### config.mk
export PLATFORM = sky130hd
export DESIGN_NAME = wf_gather_tracker
export DESIGN_NICKNAME = d
export VERILOG_FILES = /design/src/rtl/wf_gather_tracker.sv
export SDC_FILE = /design/constraint.sdc
export NUM_CORES = 1
export LEC_CHECK = 0
export CORE_ASPECT_RATIO = 1.25
export CORE_MARGIN = 2
export CORE_UTILIZATION = 40
export DETAILED_ROUTE_END_ITERATION = 10
export HOLD_SLACK_MARGIN = 0.12
export SYNTH_ARGS = -nofsm -noshare
export SYNTH_HDL_FRONTEND = slang
export SYNTH_SLANG_ARGS = --single-unit
### constraint.sdc
create_clock -name clock -period 3.8 [get_ports clock]
set_input_delay 0.38 -clock clock [delete_from_list [all_inputs] [get_ports clock]]
set_output_delay 0.38 -clock clock [all_outputs]
set_load 0.05 [all_outputs]
### src/rtl/wf_gather_tracker.sv
// ---------------------------------------------------------------------------
// wf_gather_tracker
//
// Tracks outstanding gathers per warp. A dispatch allocates a warp with an
// expected number of response beats; each returning beat bumps the warp's
// count held in an external 1W/1R count RAM through a two-stage
// read-modify-write. When the count reaches the expected value the warp ID is
// pushed into a 2-entry done queue for the writeback stage.
//
// Handshakes: every channel is valid/ready. A transfer happens in a cycle
// where both valid and ready are high. Ready never depends on the same
// channel's valid. A source may hold or drop valid freely while ready is low.
//
// Ports:
//   clock, reset           clock, asynchronous active-low reset
//   alloc_valid/ready      allocation channel; alloc_wid, alloc_num payload
//   rsp_valid/ready        response-beat channel; rsp_wid payload
//   done_valid/ready       completion channel; done_wid payload (queue head)
//   busy                   registered per-warp pending vector
//   err                    sticky protocol error
//   cnt_W0_*               count RAM write port
//   cnt_R0_en/addr         count RAM read request
//   cnt_R0_data            count RAM read data, the cycle after cnt_R0_en
// ---------------------------------------------------------------------------
module wf_gather_tracker #(
  parameter int NUM_WARP = 8,
  parameter int WID_W    = 3,
  parameter int CNT_W    = 4
) (
  input  logic                clock,
  input  logic                reset,
  input  logic                alloc_valid,
  output logic                alloc_ready,
  input  logic [WID_W-1:0]    alloc_wid,
  input  logic [CNT_W-1:0]    alloc_num,
  input  logic                rsp_valid,
  output logic                rsp_ready,
  input  logic [WID_W-1:0]    rsp_wid,
  output logic                done_valid,
  input  logic                done_ready,
  output logic [WID_W-1:0]    done_wid,
  output logic [NUM_WARP-1:0] busy,
  output logic                err,
  output logic                cnt_W0_en,
  output logic [WID_W-1:0]    cnt_W0_addr,
  output logic [CNT_W-1:0]    cnt_W0_data,
  output logic                cnt_R0_en,
  output logic [WID_W-1:0]    cnt_R0_addr,
  input  logic [CNT_W-1:0]    cnt_R0_data
);

  // Architectural state
  logic [NUM_WARP-1:0] pending;
  logic [CNT_W-1:0]    expected [NUM_WARP];
  logic                s1_valid;
  logic [WID_W-1:0]    s1_wid;
  logic [WID_W-1:0]    dq_mem [2];
  logic                dq_wr_ptr;
  logic                dq_rd_ptr;
  logic [1:0]          dq_cnt;
  logic                err_q;

  // Combinational helpers
  logic [CNT_W-1:0]    s1_new;
  logic                s1_done;
  logic                s1_wrap;
  logic [NUM_WARP-1:0] clr_vec;
  logic [NUM_WARP-1:0] set_vec;
  logic [NUM_WARP-1:0] pend_eff;
  logic                alloc_fire;
  logic                rsp_fire;
  logic                rsp_hit;
  logic                rsp_miss;
  logic                dq_push;
  logic                dq_pop;

  // Stage 1: the read data returned this cycle belongs to s1_wid.
  // A zero expected count marks a mis-allocated warp that must never retire,
  // even when its count wraps back to zero.
  always_comb begin
    s1_new  = cnt_R0_data + CNT_W'(1);
    s1_done = s1_valid && (s1_new == expected[s1_wid]) &&
              (expected[s1_wid] != '0);
    s1_wrap = s1_valid && (s1_new == '0);
    clr_vec = s1_done ? (NUM_WARP'(1) << s1_wid) : '0;
    // Stage 0 judges beats against the pending set after this cycle's retire.
    pend_eff = pending & ~clr_vec;
  end

  // Ready terms are forced low while reset is asserted so nothing upstream
  // sees a transfer during reset.
  always_comb begin
    alloc_ready = reset && !pending[alloc_wid] && !s1_valid;
    // Reserve a queue slot for the beat currently in stage 1 so the done
    // queue can never overflow.
    rsp_ready   = reset && (({1'b0, dq_cnt} + {2'b00, s1_valid}) < 3'd2);
    alloc_fire  = alloc_valid && alloc_ready;
    rsp_fire    = rsp_valid && rsp_ready;
    rsp_hit     = rsp_fire && pend_eff[rsp_wid];
    rsp_miss    = rsp_fire && !pend_eff[rsp_wid];
    set_vec     = alloc_fire ? (NUM_WARP'(1) << alloc_wid) : '0;
    dq_push     = s1_done;
    dq_pop      = done_valid && done_ready;
  end

  // Count RAM ports. Stage 1 and allocation never write in the same cycle
  // because allocation is held off while stage 1 is occupied.
  always_comb begin
    cnt_W0_en   = 1'b0;
    cnt_W0_addr = '0;
    cnt_W0_data = '0;
    if (s1_valid) begin
      cnt_W0_en   = reset;
      cnt_W0_addr = s1_wid;
      cnt_W0_data = s1_new;
    end else if (alloc_fire) begin
      cnt_W0_en   = 1'b1;
      cnt_W0_addr = alloc_wid;
      cnt_W0_data = '0;
    end
    cnt_R0_en   = rsp_hit;
    cnt_R0_addr = rsp_wid;
  end

  always_comb begin
    done_valid = (dq_cnt != 2'd0);
    done_wid   = dq_mem[dq_rd_ptr];
    busy       = pending;
    err        = err_q;
  end

  always_ff @(posedge clock or negedge reset) begin
    if (!reset) begin
      pending   <= '0;
      for (int i = 0; i < NUM_WARP; i++) expected[i] <= '0;
      s1_valid  <= 1'b0;
      s1_wid    <= '0;
      dq_mem[0] <= '0;
      dq_mem[1] <= '0;
      dq_wr_ptr <= 1'b0;
      dq_rd_ptr <= 1'b0;
      dq_cnt    <= 2'd0;
      err_q     <= 1'b0;
    end else begin
      pending  <= pend_eff | set_vec;
      if (alloc_fire) expected[alloc_wid] <= alloc_num;
      s1_valid <= rsp_hit;
      if (rsp_hit) s1_wid <= rsp_wid;
      if (dq_push) begin
        dq_mem[dq_wr_ptr] <= s1_wid;
        dq_wr_ptr         <= ~dq_wr_ptr;
      end
      if (dq_pop) dq_rd_ptr <= ~dq_rd_ptr;
      dq_cnt <= dq_cnt + {1'b0, dq_push} - {1'b0, dq_pop};
      if (rsp_miss || s1_wrap || (alloc_fire && (alloc_num == '0)))
        err_q <= 1'b1;
    end
  end

endmodule

==> impl_metrics.py <==
metrics = {
    "final_layout": {
        "final_nets": 306,
        "drive_gt1_share_pct": 25.0,
        "syn2layout_area_growth_pct": 21.1,
        "final_core_utilization_pct": 50.0,
        "antennaDiodeCount": 0,
        "filler_cell_count": 650,
    },
    "setup_path": {
        "worstSetupPathType": "register to primary output",
        "crit_path_max_fanout": 13,
        "timing.critical_path.arrival_ns": 3.21,
        "worstPathRequired_ns": 3.42,
        "endpoint_kind": "primary output",
        "critical_path.startpoint_type": "register",
    },
    "global_route": {
        "grt_util_met1_pct": 23.2,
        "met3_usage_pct": 2.67,
        "global_route.usage.total_pct": 18.3,
        "busiest_layer": "met2",
        "grt_max_degree": 57,
        "global_route.overflow_total": 0,
        "wire_length_of_the_first_global_routing_pass_um": 11300,
        "global_route.usage.met2_pct": 31.9,
        "vias_in_the_first_global_route": 2109,
        "antenna_found_initial": 0,
    },
    "power_and_ir_drop": {
        "static_leakage_power_nw": 1.63,
        "clock_power_share_pct": 15.5,
        "vdd_ir_drop_max_mv": 0.261,
        "combPwrFrac_pct": 47.3,
        "swShare_pct": 41.3,
        "power_mw": 2.64,
        "internal_power_mw": 1.55,
        "switching_power_mw": 1.09,
        "seq_power_share_pct": 37.2,
        "cellPowerDensity_nw_per_um2": 714,
    },
    "routing": {
        "num_vias": 2101,
        "drc_errors": 0,
        "detail_route.first_pass.iterations": 4,
        "vias_per_cell": 5.59,
        "routedWlPerCell_um": 19.1,
        "drt_iter0_drc": 90,
        "routed_wl_um": 7180,
        "post_route_ant_nets": 0,
    },
    "timing": {
        "final.setup.tns_ns": 0,
        "rsz_0062_raised_after_global_routing": "false",
        "clock-skew-final_ns": 0.00785,
        "report.final.slew_viol_count": 0,
        "hold_viol": 0,
        "worst_slew_pin_tran_ns": 0.723,
        "final_min_period_over_clock_period_pct": 94.5,
        "achievable-frequency_mhz": 278,
        "slew-limit-headroom_pct": 51.8,
        "report.final.setup_viol": 0,
        "fin_crit_ns": 3.59,
    },
    "clock_network": {
        "cts_root_buf": "clkbuf_8",
        "cts_tree": "yes",
        "cts.reportedPaths.clkPinSlew_ns": 0.10,
        "numClockSinks": 55,
        "clock_tree.buffer_depth": 2,
        "post_cts_buffers": 0,
        "htree_num_levels": 2,
        "cts-buffers-inserted": 5,
        "cts_hold_buffers_added": 0,
        "insertion_delay_of_the_later_clocked_pin_in_the_worst_skew_pair_ns": 0.32,
        "post_cts_resized": 0,
    },
    "logic_synthesis": {
        "ys_async_sr_fraction_pct": 100,
        "synth_edf_count": 0,
        "syn-cell-area_sq_um": 3050,
        "synth.net_count": 263,
        "ys.warnings.count": 0,
        "yosysSeqAreaShare_pct": 45.1,
        "syn_area_per_cell_sq_um": 12.7,
        "yosysUniqueCellTypes": 48,
        "synth_seq_cells": 55,
        "number_of_instances_in_the_synthesized_netlist": 240,
        "synth-main-ff-cell": "dfrtp_1",
    },
    "outcome": {
        "status": "complete, no violations",
    },
    "floorplanning": {
        "die_ht_um": 102,
        "io_pins": 46,
        "floorplan.initialDensity_pct": 41.3,
        "design.core.area_sq_um": 7400,
        "num_rows": 35,
        "floorplan.die_area_sq_um": 8350,
        "fp.dieW_um": 82.2,
    },
    "placement": {
        "portBuffers": 45,
        "dp_hpwl_um": 5280,
        "gp_routability_congestion": 0.846,
    },
    "job": {
        "max_cap_viol_count": 0,
    },
    "hold_path": {
        "worst_hold_path_type": "input port to async pin",
    },
}
==> power by group through the flow <==
| stage | combinational [mW] | sequential, mW | clock [mW] |
|---|---|---|---|
| after detailed placement | 1.25 | 0.995 | 0 |
| final | 1.25 | 0.982 | 0.409 |
| after global placement | 1.24 | 0.992 | 0 |
| after floorplan | 0.852 | 1.03 | 0 |
| after CTS | 1.26 | 0.983 | 0.413 |
| after global routing | 1.33 | 1.01 | 0.442 |
==> path summary, 6_finish.rpt <==
kind / startpoint / slack, ns / depth (start not counted) / endpoint
max: s1_wid[2] / 0.21 / 8 / cnt_R0_en
max reg2reg: s1_wid[2] / 0.66 / 11 / dq_cnt[1]
min in group clock: dq_cnt[1] / 0.50 / 1 / dq_cnt[1]
min: reset / 0.19 / 2 / err
max in group asynchronous: reset / 3.10 / 2 / expected[10]
min reg2reg: dq_cnt[1] / 0.50 / 1 / dq_cnt[1]
==> sequential cells by signal, indices dropped and copies added (netlist names) <==
name	flops
dq_cnt	2
dq_rd_ptr	1
s1_valid	1
dq_wr_ptr	1
dq_mem	6
busy	8
s1_wid	3
expected	32
err	1
==> cell type report <==
| type | instances | area, sq um | area share (%) |
|---|---|---|---|
| repair buffers | 51 | 528 | 14.3 |
| inverters | 6 | 22.5 | 0.609 |
| well taps | 92 | 115 | 3.11 |
| clock inverters | 3 | 47.5 | 1.29 |
| clock buffers | 5 | 68.8 | 1.86 |
| flip-flops and latches | 55 | 1380 | 37.2 |
| multi-input cells | 164 | 1540 | 41.6 |
==> placed cells by master (no fill, tap or decap), types with 2 or more instances in the layout <==
master | netlist | routed
xnor2_1 | 6 | 6
a21oi_1 | 3 | 3
mux2i_1 | 11 | 11
xor2_1 | 6 | 6
and3_1 | 4 | 4
nor2_1 | 9 | 9
nor2b_1 | 7 | 7
o41ai_1 | 2 | 2
clkbuf_8 | 2 | 5
a32o_1 | 2 | 2
inv_1 | 6 | 6
and2_1 | 4 | 4
mux2_1 | 6 | 6
o21ai_1 | 2 | 2
dfrtp_1 | 55 | 55
a211oi_1 | 2 | 2
nand2_1 | 14 | 14
buf_4 | 4 | 7
clkdlybuf4s50_1 | 0 | 39
mux4_2 | 4 | 4
a22o_1 | 6 | 6
mux4_1 | 3 | 3
nand4_1 | 2 | 2
a21o_1 | 4 | 4
ha_1 | 4 | 4
nor4_1 | 2 | 2
or2_2 | 2 | 2
mux2_2 | 37 | 37
buf_12 | 0 | 4
nand3_1 | 5 | 5
==> per-layer routing <==
metal	wire length, um	vias to the layer above
met5	0	-
met4	131	0
met3	267	11
met2	3700	51
met1	3080	1070
li1	-	969
==> logic make-up (layout without fill, tap and decap cells) <==
logic type / count (synthesis) / after routing / synth area share, %
mux: 61 / 61 / 25.0
simple gates: 57 / 57 / 10.6
flops: 55 / 55 / 45.1
compound gates: 30 / 30 / 9.75
buf+inv: 21 / 65 / 4.55
xor+xnor: 12 / 12 / 3.44
fa+ha+maj: 4 / 4 / 1.64
==> cells in the mapped netlist (3+ instances only) <==
library cell  number  share of area, %
nand2_1           14               1.7
mux2i_1           11               3.6
and2_1             4              0.82
a22o_1             6               1.7
mux2_2            37                14
and3_1             4              0.82
nor2b_1            7               1.4
buf_4              4              0.98
ha_1               4               1.6
nor2_1             9               1.1
xnor2_1            6               1.7
buf_6              3               1.1
xor2_1             6               1.7
inv_1              6              0.74
mux4_1             3               2.6
mux2_1             6               2.2
mux4_2             4               2.9
nand3_1            5              0.82
dfrtp_1           55                45
a21oi_1            3              0.49
a21o_1             4              0.98
clkbuf_1           4              0.49
==> worst max-delay path, cell delays in order, from the launching register on <==
cell and delay [ns]:
dfrtp_1 0.74, mux2i_1 0.26, mux2i_1 0.09, o2111ai_1 0.37, xor2_1 0.40, nand4_4 0.17, o41ai_4 0.48, a2111oi_4 0.15
buf_4 0.22
==> through the flow <==
| stage | hold slack, ns | cell area (sq um) | setup slack [ns] | std cells |
|---|---|---|---|---|
| floorplan | 0.0844 | 3050 | 0.0835 | 240 |
| global placement | 0.473 | 3580 | 0.355 | 368 |
| detailed placement | 0.481 | 3580 | 0.312 | 368 |
| CTS | 0.246 | 3700 | 0.203 | 376 |
| global route | 0.288 | 3700 | 0.0245 | 376 |
| finish | 0.195 | 3700 | 0.208 | 376 |
(Power assumes the default switching activity.)
